**src/rtl/lf_pkg.sv**
```systemverilog
// Shared types and helpers for the Ladner-Fischer pipelined subtractor.
package lf_pkg;

  typedef struct packed {
    logic g;
    logic p;
  } pg_t;

  localparam int unsigned LF_SUB_STAGES = 3;

  // Ceiling log2, evaluated at elaboration time.
  function automatic int unsigned lf_log2(input int unsigned n);
    int unsigned r;
    r = 0;
    for (int unsigned i = 0; i < 32; i++) begin
      if ((32'd1 << i) < n) r = i + 1;
    end
    return r;
  endfunction

endpackage

```
**src/rtl/lf_prefix_level.sv**
```systemverilog
// One Ladner-Fischer prefix level: the upper half of each 2^(LEVEL+1) block merges with
// the most significant bit of the lower half.
module lf_prefix_level
  import lf_pkg::*;
#(
  parameter int unsigned WIDTH = 32,
  parameter int unsigned LEVEL = 0
) (
  input  pg_t [WIDTH-1:0] pg_prev,
  output pg_t [WIDTH-1:0] pg_next
);

  for (genvar i = 0; i < WIDTH; i++) begin : g_bit
    if (((i >> LEVEL) % 2) == 1) begin : g_merge
      localparam int unsigned J = ((i >> LEVEL) << LEVEL) - 1;
      assign pg_next[i].g = pg_prev[i].g | (pg_prev[i].p & pg_prev[J].g);
      assign pg_next[i].p = pg_prev[i].p & pg_prev[J].p;
    end else begin : g_pass
      assign pg_next[i] = pg_prev[i];
    end
  end

endmodule

```
**src/rtl/lf_sub_pipe.sv**
```systemverilog
// Three-stage elastic subtractor (a - b) built on a Ladner-Fischer prefix tree.
// Define LF_SUB_OVF_EN to add the pipelined signed-overflow output ovf.
module lf_sub_pipe
  import lf_pkg::*;
#(
  parameter int unsigned WIDTH = 32
) (
  input  logic             clk,
  input  logic             rst_n,
  input  logic             in_valid,
  output logic             in_ready,
  input  logic [WIDTH-1:0] a,
  input  logic [WIDTH-1:0] b,
  output logic             out_valid,
  input  logic             out_ready,
  output logic [WIDTH-1:0] diff,
  output logic             borrow
`ifdef LF_SUB_OVF_EN
  ,
  output logic             ovf
`endif
);

  localparam int unsigned Levels = lf_log2(WIDTH);

  // Handshake and stage valid bits
  logic s1_valid_q, s2_valid_q, s3_valid_q;
  logic s1_adv, s2_adv, s3_adv, in_acc;

  always_comb begin
    s3_adv   = s3_valid_q & out_ready;
    s2_adv   = s2_valid_q & (~s3_valid_q | s3_adv);
    s1_adv   = s1_valid_q & (~s2_valid_q | s2_adv);
    in_ready = ~s1_valid_q | s1_adv;
    in_acc   = in_valid & in_ready;
  end

  always_ff @(posedge clk or negedge rst_n) begin
    if (!rst_n) begin
      s1_valid_q <= 1'b0;
      s2_valid_q <= 1'b0;
      s3_valid_q <= 1'b0;
    end else begin
      if (in_ready) s1_valid_q <= in_valid;
      if (!s2_valid_q || s2_adv) s2_valid_q <= s1_valid_q;
      if (!s3_valid_q || s3_adv) s3_valid_q <= s2_valid_q;
    end
  end

  // Stage 1: bitwise generate/propagate of a + ~b, carry-in of 1 folded into bit 0
  logic [WIDTH-1:0] nb, s1_x_d;
  pg_t  [WIDTH-1:0] s1_pg_d;

  always_comb begin
    nb     = ~b;
    s1_x_d = a ^ nb;
    for (int i = 0; i < WIDTH; i++) begin
      s1_pg_d[i].g = a[i] & nb[i];
      s1_pg_d[i].p = s1_x_d[i];
    end
    s1_pg_d[0].g = a[0] | nb[0];
  end

  pg_t  [WIDTH-1:0] s1_pg_q;
  logic [WIDTH-1:0] s1_x_q;
`ifdef LF_SUB_OVF_EN
  logic s1_am_q, s1_bm_q;
`endif

  always_ff @(posedge clk) begin
    if (in_acc) begin
      s1_pg_q <= s1_pg_d;
      s1_x_q  <= s1_x_d;
`ifdef LF_SUB_OVF_EN
      s1_am_q <= a[WIDTH-1];
      s1_bm_q <= b[WIDTH-1];
`endif
    end
  end

  // Stage 2: prefix levels 0 .. Levels-2
  for (genvar k = 0; k < Levels - 1; k++) begin : g_s2
    pg_t [WIDTH-1:0] pg_lvl;
    if (k == 0) begin : g_first
      lf_prefix_level #(
        .WIDTH(WIDTH),
        .LEVEL(k)
      ) u_lvl (
        .pg_prev(s1_pg_q),
        .pg_next(pg_lvl)
      );
    end else begin : g_chain
      lf_prefix_level #(
        .WIDTH(WIDTH),
        .LEVEL(k)
      ) u_lvl (
        .pg_prev(g_s2[k-1].pg_lvl),
        .pg_next(pg_lvl)
      );
    end
  end

  pg_t  [WIDTH-1:0] s2_pg_d, s2_pg_q;
  logic [WIDTH-1:0] s2_x_q;
`ifdef LF_SUB_OVF_EN
  logic s2_am_q, s2_bm_q;
`endif

  assign s2_pg_d = g_s2[Levels-2].pg_lvl;

  always_ff @(posedge clk) begin
    if (s1_adv) begin
      s2_pg_q <= s2_pg_d;
      s2_x_q  <= s1_x_q;
`ifdef LF_SUB_OVF_EN
      s2_am_q <= s1_am_q;
      s2_bm_q <= s1_bm_q;
`endif
    end
  end

  // Stage 3: final prefix level, sum and borrow
  pg_t  [WIDTH-1:0] s3_pg;
  logic [WIDTH-1:0] grp_g, grp_p, carry, s3_diff_d;
  logic             s3_borrow_d;

  lf_prefix_level #(
    .WIDTH(WIDTH),
    .LEVEL(Levels - 1)
  ) u_last (
    .pg_prev(s2_pg_q),
    .pg_next(s3_pg)
  );

  always_comb begin
    for (int i = 0; i < WIDTH; i++) begin
      grp_g[i] = s3_pg[i].g;
      grp_p[i] = s3_pg[i].p;
    end
    carry       = {grp_g[WIDTH-2:0], 1'b1};
    s3_diff_d   = s2_x_q ^ carry;
    s3_borrow_d = ~grp_g[WIDTH-1];
  end

  // Group propagates out of the last level have no consumer.
  logic unused_grp_p;
  assign unused_grp_p = ^grp_p;

  logic [WIDTH-1:0] s3_diff_q;
  logic             s3_borrow_q;
`ifdef LF_SUB_OVF_EN
  logic s3_ovf_d, s3_ovf_q;
  assign s3_ovf_d = (s2_am_q != s2_bm_q) && (s3_diff_d[WIDTH-1] != s2_am_q);
`endif

  always_ff @(posedge clk) begin
    if (s2_adv) begin
      s3_diff_q   <= s3_diff_d;
      s3_borrow_q <= s3_borrow_d;
`ifdef LF_SUB_OVF_EN
      s3_ovf_q    <= s3_ovf_d;
`endif
    end
  end

  assign out_valid = s3_valid_q;
  assign diff      = s3_diff_q;
  assign borrow    = s3_borrow_q;
`ifdef LF_SUB_OVF_EN
  assign ovf       = s3_ovf_q;
`endif

endmodule
```
**config.mk**
```make
export PLATFORM = sky130hd
export DESIGN_NAME = lf_sub_pipe
export DESIGN_NICKNAME = d
export VERILOG_FILES = /design/src/rtl/lf_pkg.sv /design/src/rtl/lf_prefix_level.sv /design/src/rtl/lf_sub_pipe.sv
export SDC_FILE = /design/constraint.sdc
export NUM_CORES = 1
export LEC_CHECK = 0
export ABC_AREA = 0
export BUFFER_PORTS_ARGS = -buffer_cell sky130_fd_sc_hd__clkbuf_2
export CORE_AREA = 10 10 135 112
export CTS_CLUSTER_SIZE = 12
export DETAILED_ROUTE_END_ITERATION = 6
export DIE_AREA = 0 0 145 122
export GPL_ROUTABILITY_DRIVEN = 1
export PLACE_DENSITY = 0.81
export SLEW_MARGIN = 0
export SYNTH_ARGS = -nofsm -noshare
export SYNTH_HDL_FRONTEND = slang
export SYNTH_SLANG_ARGS = --single-unit
```
**constraint.sdc**
```tcl
create_clock -name clk -period 6.25 [get_ports clk]
set_clock_uncertainty 0.1 [all_clocks]
set_input_delay 1.25 -clock clk [delete_from_list [all_inputs] [get_ports clk]]
set_output_delay 1.25 -clock clk [all_outputs]
set_load 0.02 [all_outputs]
```
======== Yosys cells after proc, flatten, opt, wreduce, memory -nomap -nowiden ========
Index checks and enable logic that the tools add are counted.
operators by class
  bitwise gates (word level) .............. 255
  reduce and logical (&&, ||, !) cells .... 4
operators by type and width
  operator           number
  1-bit bitwise AND  164
  1-bit OR           84
  32-bit XOR         2
  32-bit NOT         1
  1-bit NOT          4
  1-bit zero test    2
  1-bit logical OR   2
word-level totals
  register bits after elaboration ......... 211
  output and inout bits ................... 35
  logic and storage cells ................. 377

======== Depth between registers and ports, before layout ========
  depth in word-level cells ............... 8
  depth in mapped cells ................... 6
  gate-level depth less buffers ........... 6

======== Hierarchy ========
From an unflattened synthesis, not the netlist that was laid out.
unflattened totals
  cells, all modules ...................... 628
  area, all modules ....................... 9126.3 sq um
by module, submodules not included
  module                                        times used  cells each  area an instance (sq um)  sequential area each (sq um)
  lf_sub_pipe                                   1           303         6744.0                    5870.6
  lf_prefix_level at g_s2[1].g_chain.u_lvl ...  2           64          460.4                     0.0
  lf_prefix_level at u_last                     1           67          498.0                     0.0
  lf_prefix_level at g_s2[3].g_chain.u_lvl      1           66          483.0                     0.0
  lf_prefix_level at g_s2[0].g_first.u_lvl      1           64          480.5                     0.0

======== Least setup slack after synthesis ========
OpenSTA, ideal clock, no wires.
  kind .................................... in2reg
  from .................................... in out_ready
  to ...................................... reg s2_pg_q[11] (netlist name), enable pin
  setup time .............................. 0.446 ns
  data arrival time ....................... 3.209 ns
  required time ........................... 5.704 ns
  setup slack ............................. 2.495 ns
  stages on the path ...................... 3
  buffers on the path ..................... 0
  path through ............................ nor2b_1 nand2_1 and2_1
between the ends
  longest elaborated chain between the ends .. 5
RTL lines
  what                  line                source
  start, declared       lf_sub_pipe.sv:15   input logic out_ready,
  1-bit bitwise AND     lf_sub_pipe.sv:31   s3_adv = s3_valid_q & out_ready;
  1-bit OR              lf_sub_pipe.sv:32   s2_adv = s2_valid_q & (~s3_valid_q | s3_adv);
  1-bit bitwise AND     lf_sub_pipe.sv:32
  1-bit OR              lf_sub_pipe.sv:33   s1_adv = s1_valid_q & (~s2_valid_q | s2_adv);
  1-bit bitwise AND     lf_sub_pipe.sv:33
  named net s1_adv      lf_sub_pipe.sv:28   logic s1_adv, s2_adv, s3_adv, in_acc;
  end signal, assigned  lf_sub_pipe.sv:113  s2_pg_q <= s2_pg_d;
  end, declared         lf_sub_pipe.sv:103  pg_t [WIDTH-1:0] s2_pg_d, s2_pg_q;
The timed path passes the listed nets, and every way through them passes these cells.
A chain may end at the register's enable or synchronous reset.

======== Worst setup path in the final report ========
  from .................................... in out_ready
  to ...................................... out in_ready
between the ends
  longest elaborated chain between the ends .. 6
RTL lines
  what               line               source
  1-bit bitwise AND  lf_sub_pipe.sv:31
  1-bit OR           lf_sub_pipe.sv:32
  1-bit bitwise AND  lf_sub_pipe.sv:32
  1-bit OR           lf_sub_pipe.sv:33
  1-bit bitwise AND  lf_sub_pipe.sv:33
  1-bit OR           lf_sub_pipe.sv:34  in_ready = ~s1_valid_q | s1_adv;
  end, declared      lf_sub_pipe.sv:11  output logic in_ready,
Every way passes these cells.

==> run_results.csv <==
group,metric,value,unit
status,outcome,"finished, final reports clean",
cells_and_area,final_common_cell,"edfxtp_1",
yosys,synth.ff_latch_count,179,
power,p_int,2.21,mW
yosys,syn_nets,506,
routing,drc,0,
power,p_sw,0.636,mW
floorplanning,start_util,55.3,%
critical_path,path_class,"in -> out",
timing,setup_viol,0,
clock_network,htree_levels,4,
run,maxCapViolations,0,
global_routing,grt_usage,12.5,%
clock_network,cts_setup_buffers,0,
cells_and_area,finalCoreUtilization,66.0,%
critical_path,start_kind,"primary input",
clock_network,cts-root-buf,"clkbuf_16",
power,p_clk_share,36.9,%
timing,slew_violations,0,
power,powerDensity,343,mW/mm2
clock_network,postCtsHoldBufs,0,
floorplanning,die_h,122,um
yosys,synth_area,0.00694,mm2
yosys,syn_avg_cell_area,17.1,um2
yosys,ys_types,40,
global_routing,overflow,0,
timing,timing.final.crit_period,3.19,ns
routing,vias,3491,
floorplanning,ios,103,
cells_and_area,final_area,0.00827,mm2
routing,firstDrtPassIters,4,
placement,portBuffers,102,
critical_path,endpoint_kind,"output port",
global_routing,first_global_vias,3617,
clock_network,path_clk_slew,0.06,ns
power,pwr-share-comb,8.9,%
placement,place_hpwl,7.43,mm
timing,finalCritPeriodShare,51.0,%
floorplanning,rows,37,
placement,dpl_cell_area,0.00769,mm2
timing,hold_viol,0,
yosys,yosysWarnings,0,
timing,clock.fmax,314,MHz
clock_network,insertion_delay,0.42,ns
clock_network,cts_made_buffers,17,
cells_and_area,drive_above_1_share,27.3,%
routing,ant_nets,0,
timing,tns,0,ns
routing,via_per_inst,4.89,
timing,slew-limit-headroom,34.6,%
floorplanning,die_w,145,um
cells_and_area,nets,628,
cells_and_area,layout-area-overhead-vs-synth,19.2,%
clock_network,clock_sinks,179,
timing,worst_pin_slew,0.980,ns
critical_path,critPathMaxFanout,3,
hold_path,hold_class,"reg -> reg",
timing,rsz0062_at_grt,"false",
critical_path,worstPathRequired,4.90,ns
clock_network,cts.path.max_buffers,2,
critical_path,arrival,1.84,ns
routing,routed_wirelength,10.9,mm
power,peakVddDrop,197,uV
cells_and_area,final_cell_mix,"edfxtp_1 (176), clkbuf_2 (102), inv_1 (39)",
global_routing,grt_pass1_wl,17.3,mm
routing,drt_iter0_drc,293,
power,p_sw_share,22.4,%
yosys,syn_inst,405,
global_routing,grt_start_max_net_pins,80,
floorplanning,core_area,0.0125,mm2
routing,wl_per_cell,15.3,um
power,p_leak,3.35,nW
clock_network,cts_tree,"yes",
cells_and_area,antenna_cells,0,
placement,gp_congestion,0.856,
global_routing,grt_antenna_before_repair,0,
power,seqPwrFrac,54.2,%
floorplanning,die-area,0.0177,mm2
yosys,yosysSeqAreaShare,77.2,%
clock_network,cts-resized-gates,0,
==> per-layer routing <==
metal	track usage [%]	routed length [um]	part of all wire, %
met5	0	0	0
met4	6.18	158	1.4
met3	3.82	565	5.2
met2	22.9	6050	55
met1	13.0	4160	38
==> registers in the layout, summed over array words and instances, names as in the netlist <==
name,cells
s2_pg_q,47
s1_pg_q,33
diff,32
s2_x_q,32
s1_x_q,31
borrow,1
out_valid,1
s1_valid_q,1
s2_valid_q,1
==> worst paths after layout <==
check	startpoint	endpoint	slack, ns	depth (start not counted)
setup / recovery	out_ready	in_ready	3.06	4
min in group asynchronous	rst_n	s1_valid_q$_DFFE_PN0N_	0.52	1
hold / removal	s1_x_q[0]$_DFFE_PP_	s2_x_q[0]$_DFFE_PP_	0.32	0
max in group asynchronous	rst_n	s2_valid_q$_DFFE_PN0P_	5.42	1
setup reg to reg	s1_x_q[1]$_DFFE_PP_	s2_pg_q[27]$_DFFE_PP_	4.23	5
hold reg to reg	s1_x_q[0]$_DFFE_PP_	s2_x_q[0]$_DFFE_PP_	0.32	0
==> synth_stat cells, drive strengths merged <==
cell type	n	share of area, %
nand3	5	0.43
a22o	1	0.13
xnor2	15	1.9
ha	33	5.9
nor3	4	0.29
dfrtp	3	1.1
a221o	1	0.14
o31ai	2	0.29
inv	40	2.2
o2111ai	1	0.13
a21o	14	1.6
nand2b	5	0.45
nor2	11	0.59
and2	8	0.74
xor2	15	1.9
a211oi	1	0.18
clkbuf	1	0.054
nand4	2	0.18
and3	8	0.74
nor2b	4	0.36
a41o	1	0.14
or2	1	0.090
o21a	1	0.11
o21ai	7	0.50
edfxtp	176	76
o21bai	3	0.38
o31a	1	0.25
a31oi	2	0.49
and4	1	0.14
a21oi	26	1.9
nand2	12	0.65
==> power groups by stage <==
stage               Sequential, mW  Combinational [mW]  Clock (mW)
finish                        1.54               0.252        1.05
global route                  1.55               0.282        1.12
CTS                           1.54               0.258        1.06
detailed placement            1.57               0.253           0
global placement              1.56               0.244           0
floorplan                     1.59               0.125           0
==> final cells by class <==
cell class	count	area (um2)
repair buffers	104	526
flip-flops and latches	179	5360
fillers	840	4270
inverters	40	150
well taps	175	219
multi-input cells	185	1430
clock inverters	13	159
clock buffers	18	429
==> stage by stage <==
stage | total power [mW] | setup slack (ns) | cells | hold slack [ns]
final | 2.84 | 3.06 | 714 | 0.321
after detailed placement | 1.82 | 3.09 | 683 | 0.305
after CTS | 2.86 | 3.07 | 714 | 0.320
after global placement | 1.80 | 3.15 | 683 | 0.302
after floorplan | 1.72 | 2.49 | 405 | 0.300
after global routing | 2.95 | 3.04 | 714 | 0.325
==> critical path: stages <==
cell,delay (ns)
clkbuf_2,0.09
nor2b_1,0.18
nand3_1,0.13
clkbuf_2,0.18
==> kinds of logic after synthesis <==
kind of cell | synth area share, %
buffers and inverters | 2.22
AND/OR/NAND/NOR | 4.67
flip-flops | 77.2
adder cells (fa/ha/maj) | 5.95
XOR/XNOR | 3.79
AO/OA/AOI/OAI | 6.16
(Power assumes the default switching activity.)
